**config.mk**
```make
export PLATFORM = sky130hd
export DESIGN_NAME = joy_serial_scanner
export DESIGN_NICKNAME = d
export VERILOG_FILES = /design/src/rtl/joy_pkg.sv /design/src/rtl/joy_tick_gen.sv /design/src/rtl/joy_serial_scanner.sv
export SDC_FILE = /design/constraint.sdc
export NUM_CORES = 1
export LEC_CHECK = 0
export ABC_AREA = 1
export CELL_PAD_IN_SITES_DETAIL_PLACEMENT = 0
export CELL_PAD_IN_SITES_GLOBAL_PLACEMENT = 1
export CORE_ASPECT_RATIO = 1.25
export CORE_MARGIN = 4
export CORE_UTILIZATION = 45
export CTS_CLUSTER_SIZE = 10
export DETAILED_ROUTE_END_ITERATION = 10
export PLACE_DENSITY = 0.83
export SLEW_MARGIN = 20
export SYNTH_ARGS = -nofsm -noshare
export SYNTH_HDL_FRONTEND = slang
export SYNTH_SLANG_ARGS = --single-unit
```
**constraint.sdc**
```tcl
create_clock -name CLOCK_50 -period 1.9 [get_ports CLOCK_50]
set_input_delay 0.19 -clock CLOCK_50 [delete_from_list [all_inputs] [get_ports CLOCK_50]]
set_output_delay 0.19 -clock CLOCK_50 [all_outputs]
set_load 0.1 [all_outputs]
```
**src/rtl/joy_pkg.sv**
```systemverilog
// Shared types and constants for the serial joystick scanner.
package joy_pkg;

    typedef enum logic [2:0] {
        IDLE,
        SETTLE,
        LOAD,
        SHIFT,
        NEXT,
        COMMIT
    } joy_state_t;

    // Bit positions in the decoded active-high button vector
    localparam int JB_RIGHT = 0;
    localparam int JB_LEFT  = 1;
    localparam int JB_DOWN  = 2;
    localparam int JB_UP    = 3;
    localparam int JB_B     = 4;
    localparam int JB_C     = 5;
    localparam int JB_A     = 6;
    localparam int JB_START = 7;

    localparam int JOY_WORD_W = 16;

    // hi: bits 5:0 of a port byte from the SEL=1 pass ({C,B,Up,Down,Left,Right})
    // lo: bits 5:4 of the same port byte from the SEL=0 pass ({Start,A})
    // Chain data is active-low, so every button is inverted here.
    function automatic logic [7:0] joy_decode(input logic [5:0] hi, input logic [1:0] lo);
        logic [7:0] d;
        d           = '0;
        d[JB_RIGHT] = ~hi[0];
        d[JB_LEFT]  = ~hi[1];
        d[JB_DOWN]  = ~hi[2];
        d[JB_UP]    = ~hi[3];
        d[JB_B]     = ~hi[4];
        d[JB_C]     = ~hi[5];
        d[JB_A]     = ~lo[0];
        d[JB_START] = ~lo[1];
        return d;
    endfunction

endpackage

```
**src/rtl/joy_tick_gen.sv**
```systemverilog
// Free-running divider: one-cycle tick every CLK_DIV clocks.
module joy_tick_gen #(
    parameter int CLK_DIV = 25
) (
    input  logic clk,
    input  logic rst_n,
    output logic tick
);

    localparam int W = $clog2(CLK_DIV);

    logic [W-1:0] cnt;

    assign tick = (cnt == W'(CLK_DIV - 1));

    // Count 0..CLK_DIV-1 and wrap; tick marks the wrap cycle
    always_ff @(posedge clk or negedge rst_n) begin
        if (!rst_n) begin
            cnt <= '0;
        end else if (tick) begin
            cnt <= '0;
        end else begin
            cnt <= cnt + W'(1);
        end
    end

endmodule

```
**src/rtl/joy_serial_scanner.sv**
```systemverilog
// Scans a 16-bit 74HC165 joystick chain in two select passes and
// publishes decoded active-high button vectors atomically.
module joy_serial_scanner #(
    parameter int CLK_DIV      = 25,
    parameter int SETTLE_TICKS = 4,
    parameter int SCAN_TICKS   = 1000
) (
    input  logic       CLOCK_50,
    input  logic       reset_n,
    output logic       JOY_CLK,
    output logic       JOY_LOAD,
    output logic       JOY_SEL,
    input  logic       JOY_DATA,
    output logic [7:0] joy1,
    output logic [7:0] joy2,
    output logic       joy_strobe
);

    import joy_pkg::*;

    localparam int CNT_MAX = (SCAN_TICKS > SETTLE_TICKS) ? SCAN_TICKS : SETTLE_TICKS;
    localparam int CNT_W   = $clog2(CNT_MAX + 1);

    logic                  tick;
    logic [1:0]            data_sync;
    logic                  data_s;
    joy_state_t            state;
    logic [CNT_W-1:0]      cnt;
    logic [3:0]            bitcnt;
    logic                  phase;
    logic [JOY_WORD_W-1:0] word;
    logic [11:0]           w_hi;   // {port1[5:0], port2[5:0]} from SEL=1 pass
    logic [3:0]            w_lo;   // {port1[5:4], port2[5:4]} from SEL=0 pass
    logic                  unused_bits;

    // Bits 7:6 of each port byte carry nothing
    assign unused_bits = ^{word[15:14], word[7:6]};

    joy_tick_gen #(
        .CLK_DIV(CLK_DIV)
    ) u_tick (
        .clk  (CLOCK_50),
        .rst_n(reset_n),
        .tick (tick)
    );

    // Two-flop synchronizer for the asynchronous chain output (idles high)
    always_ff @(posedge CLOCK_50 or negedge reset_n) begin
        if (!reset_n) begin
            data_sync <= 2'b11;
        end else begin
            data_sync <= {data_sync[0], JOY_DATA};
        end
    end

    assign data_s = data_sync[1];

    // Scan sequencer; tick-paced except NEXT and COMMIT, which take one
    // clock each so the scan period stays an exact multiple of the tick.
    always_ff @(posedge CLOCK_50 or negedge reset_n) begin
        if (!reset_n) begin
            state      <= IDLE;
            cnt        <= '0;
            bitcnt     <= '0;
            phase      <= 1'b0;
            word       <= '1;
            w_hi       <= '1;
            w_lo       <= '1;
            JOY_CLK    <= 1'b0;
            JOY_LOAD   <= 1'b1;
            JOY_SEL    <= 1'b1;
            joy1       <= 8'h00;
            joy2       <= 8'h00;
            joy_strobe <= 1'b0;
        end else begin
            joy_strobe <= 1'b0;
            case (state)
                IDLE: begin
                    if (tick) begin
                        if (cnt == CNT_W'(SCAN_TICKS - 1)) begin
                            cnt     <= '0;
                            JOY_SEL <= 1'b1;
                            state   <= SETTLE;
                        end else begin
                            cnt <= cnt + CNT_W'(1);
                        end
                    end
                end
                SETTLE: begin
                    if (tick) begin
                        if (cnt == CNT_W'(SETTLE_TICKS - 1)) begin
                            cnt      <= '0;
                            JOY_LOAD <= 1'b0;
                            state    <= LOAD;
                        end else begin
                            cnt <= cnt + CNT_W'(1);
                        end
                    end
                end
                LOAD: begin
                    if (tick) begin
                        JOY_LOAD <= 1'b1;
                        bitcnt   <= '0;
                        phase    <= 1'b0;
                        state    <= SHIFT;
                    end
                end
                SHIFT: begin
                    if (tick) begin
                        if (!phase) begin
                            JOY_CLK <= 1'b0;
                            phase   <= 1'b1;
                        end else begin
                            // Sample before the rising edge takes effect at the chain
                            word[4'(JOY_WORD_W - 1) - bitcnt] <= data_s;
                            JOY_CLK <= 1'b1;
                            phase   <= 1'b0;
                            if (bitcnt == 4'd15) begin
                                state <= NEXT;
                            end else begin
                                bitcnt <= bitcnt + 4'd1;
                            end
                        end
                    end
                end
                NEXT: begin
                    if (JOY_SEL) begin
                        w_hi    <= {word[13:8], word[5:0]};
                        JOY_SEL <= 1'b0;
                        JOY_CLK <= 1'b0;
                        state   <= SETTLE;
                    end else begin
                        w_lo  <= {word[13:12], word[5:4]};
                        state <= COMMIT;
                    end
                end
                COMMIT: begin
                    joy1       <= joy_decode(w_hi[11:6], w_lo[3:2]);
                    joy2       <= joy_decode(w_hi[5:0], w_lo[1:0]);
                    joy_strobe <= 1'b1;
                    JOY_SEL    <= 1'b1;
                    JOY_CLK    <= 1'b0;
                    state      <= IDLE;
                end
                default: begin
                    state <= IDLE;
                end
            endcase
        end
    end

endmodule

```
==> impl_metrics.tcl <==
set metrics [dict create \
    relSlewSlack 0.641 \
    vias_per_cell 4.89 \
    setup-violations-final 0 \
    wirelength_mm 6.17 \
    postCtsSetupRepairBufs 0 \
    insertion_delay_ns 0.35 \
    cts_tree "yes" \
    place_hpwl_mm 4.26 \
    synth-xor-area-share 0.0158 \
    synth_area_sq_mm 0.00334 \
    drc_errors 0 \
    synth-edff-count 0 \
    leakage_nw 1.73 \
    yosys.area_share.simple 0.241 \
    critPathMaxStageDelay_ns 0.47 \
    die_h_um 104 \
    cp.arrival_ns 1.93 \
    worstPathMaxFanout 16 \
    yosysSeqAreaShare 0.560 \
    slowest_stage "dfrtp_1" \
    pwr_density_cell_mw_per_mm2 764 \
    post_synth.cell_area_avg_sq_um 8.99 \
    root_buffer "clkbuf_8" \
    final_hold_viol_count 0 \
    grt_start_max_net_pins 51 \
    p_clk_frac 0.460 \
    start_util 0.470 \
    yosys_warnings 0 \
    min_delay_path_depth 1 \
    grt_pass1_wl_mm 10.7 \
    htreeDepth 3 \
    cts_buffer_depth 2 \
    area_growth_pct 16.4 \
    status "completed" \
    synth_ff_type "dfrtp_1" \
    ff_latch_area_sq_mm 0.00187 \
    post-route-period-util 0.897 \
    io_buffers 22 \
    r2r-end "joy1[2]" \
    syn_inst 371 \
    dr.pass1.iters 4 \
    finalPower_mw 2.97 \
    die_area_sq_mm 0.00886 \
    drive_above_1_share 0.239 \
    n_fill_cell 656 \
    die_x_um 85.0 \
    stdcell_count 496 \
    cap_violations 0 \
    nets 411 \
    startpoint_type "flip-flop" \
    pwr-share-comb 0.014 \
    grt_pass1_vias 2325 \
    setup.worst_path.class "flip-flop to flip-flop" \
    slew_violations 0 \
    grt_overflow 0 \
    fp-row-count 34 \
    drt_iter0_drc 90 \
    vias 2425 \
    path_cells "inv_1, nand2_2, nor2_2, clkinvlp_4, nand2_1, o21ai_0" \
    core_area_sq_mm 0.00710 \
    synth_compound_area_frac 0.0716 \
    layout_commonest_cell "nand2_1" \
    min_to "data_sync[0]" \
    wl_per_cell_um 12.4 \
    cp-end-kind "flip-flop" \
    reg2regPathDepth 6 \
    numCtsBuffers 9 \
    cts_sinks 73 \
    path_clk_slew_ns 0.08 \
    syn-num-nets 381 \
    internal_power_mw 2.32 \
    synth.ff_latch_count 73 \
    ir_worst_vdd_uv 442 \
    synth.distinct_cells 30 \
    tns_ns 0 \
    placedCellCount 477 \
    hp-class "primary input to flip-flop" \
    fmax_mhz 587 \
    synth_top_family_by_area "simple AND/OR/NAND/NOR gates" \
    multi_input_area_sq_mm 0.00131 \
    r2r_start "state[1]" \
    final_antenna_net_count 0 \
    pwr-share-seq 0.526 \
    synth_fa_ha_area_frac 0.0263 \
    worstMarginPinSlew_ns 0.538 \
    required_ns 2.12 \
    r2r_setup_slack_ns 0.20 \
    synthArstFlopShare 1.00 \
    hp-start "JOY_DATA" \
    diodes 0 \
    synth.area.mux_share 0.0293 \
    antenna_found_initial 0 \
    ios 23 \
    grt_usage 0.149 \
    most-common-layout-cells "nand2_1, dfrtp_1, o21ai_0" \
    netSwitchingFraction 0.217 \
    fin_skew_ns 0.0103 \
    p_sw_mw 0.644 \
    gp_congestion 0.847 \
    period_minus_slack_ns 1.70 \
]
[what timing repair did]
item / in CTS / in global routing
setup endpoints to repair: 1 / 21
hold endpoints to repair: 15 / 0
hold buffers: 1 / 0
resized for setup: 1 / 9
cloned: 0 / 2
pin swaps: 0 / 2
[worst max path at each step]
| stage | startpoint | endpoint |
|---|---|---|
| floorplan | JOY_SEL | w_hi[8] |
| global placement | u_tick.cnt[0] | word[12] |
| detailed placement | u_tick.cnt[0] | word[1] |
| CTS | u_tick.cnt[0] | word[1] |
| global route | state[1] | joy1[5] |
| finish | state[1] | joy1[2] |
[state kept, by name, summed over array words and instances (netlist names), 4 cells and up]
name	flops
bitcnt	4
cnt	10
w_lo	4
word	12
w_hi	12
u_tick.cnt	5
joy1	8
joy2	8
[layer usage]
metal | GRT usage | part of all wire | vias up
met5 | 0 | 0 | -
met4 | 0.0758 | 0.021 | 0
met3 | 0.0254 | 0.029 | 9
met2 | 0.230 | 0.48 | 29
met1 | 0.200 | 0.47 | 1130
li1 | - | - | 1257
[cells in the mapped netlist, types with 2 or more instances]
cell	count	area [sq um]
nor2_1	37	139
xor2_1	5	43.8
inv_1	34	128
dfstp_2	32	841
clkbuf_1	5	18.8
nor3_1	4	20.0
o21ai_0	43	215
ha_1	7	87.6
nor2_4	2	22.5
nand2_2	3	18.8
nor2_2	3	18.8
mux2_2	6	67.6
dfrtp_1	41	1030
nand3_1	33	165
buf_4	3	22.5
mux2_4	2	30.0
nand2_1	95	357
nand4_1	4	25.0
[worst max-delay path, delay by kind of cell, from the launching register on]
family | cells | cell delay [ns]
and+or+nand+nor | 3 | 0.55
buffers and inverters | 2 | 0.48
DFF | 1 | 0.47
AOI/OAI and AO/OA | 1 | 0.08
[cell type report]
| class | count | share of cell area |
|---|---|---|
| multi-input cells | 254 | 0.336 |
| inverters | 35 | 0.0348 |
| repair buffers | 27 | 0.0593 |
| well taps | 90 | 0.0290 |
| flip-flops and latches | 73 | 0.481 |
| clock buffers | 9 | 0.0319 |
| repair inverters | 1 | 0.00193 |
| clock inverters | 7 | 0.0258 |
[power by group through the flow]
| stage | clock (mW) | sequential, mW | combinational, mW |
|---|---|---|---|
| 4_1_cts | 1.41 | 1.56 | 0.0437 |
| 3_3_place_gp | 0 | 1.59 | 0.0412 |
| 2_1_floorplan | 0 | 1.59 | 0.00264 |
| 5_1_grt | 1.48 | 1.56 | 0.0486 |
| 3_5_place_dp | 0 | 1.59 | 0.0420 |
| 6_report | 1.36 | 1.56 | 0.0405 |
[logic make-up after synthesis]
kind of cell,after synthesis
and+or+nand+nor,185
DFF,73
AOI/OAI and AO/OA,47
buffers and inverters,45
muxes,8
adders and majority gates,7
xor gates and xnor gates,6
[stage by stage]
step / worst slack [ns] / util / area [sq um] / hold slack [ns]
CTS: 0.120 / 0.542 / 3850 / 0.229
global placement: 0.139 / 0.508 / 3610 / 0.193
global route: -0.0255 / 0.546 / 3880 / 0.241
finish: 0.197 / 0.546 / 3880 / 0.247
floorplan: 0.311 / - / 3340 / -0.106
detailed placement: 0.00393 / 0.508 / 3610 / 0.201
Note: power is estimated with default switching activity, not from simulation.
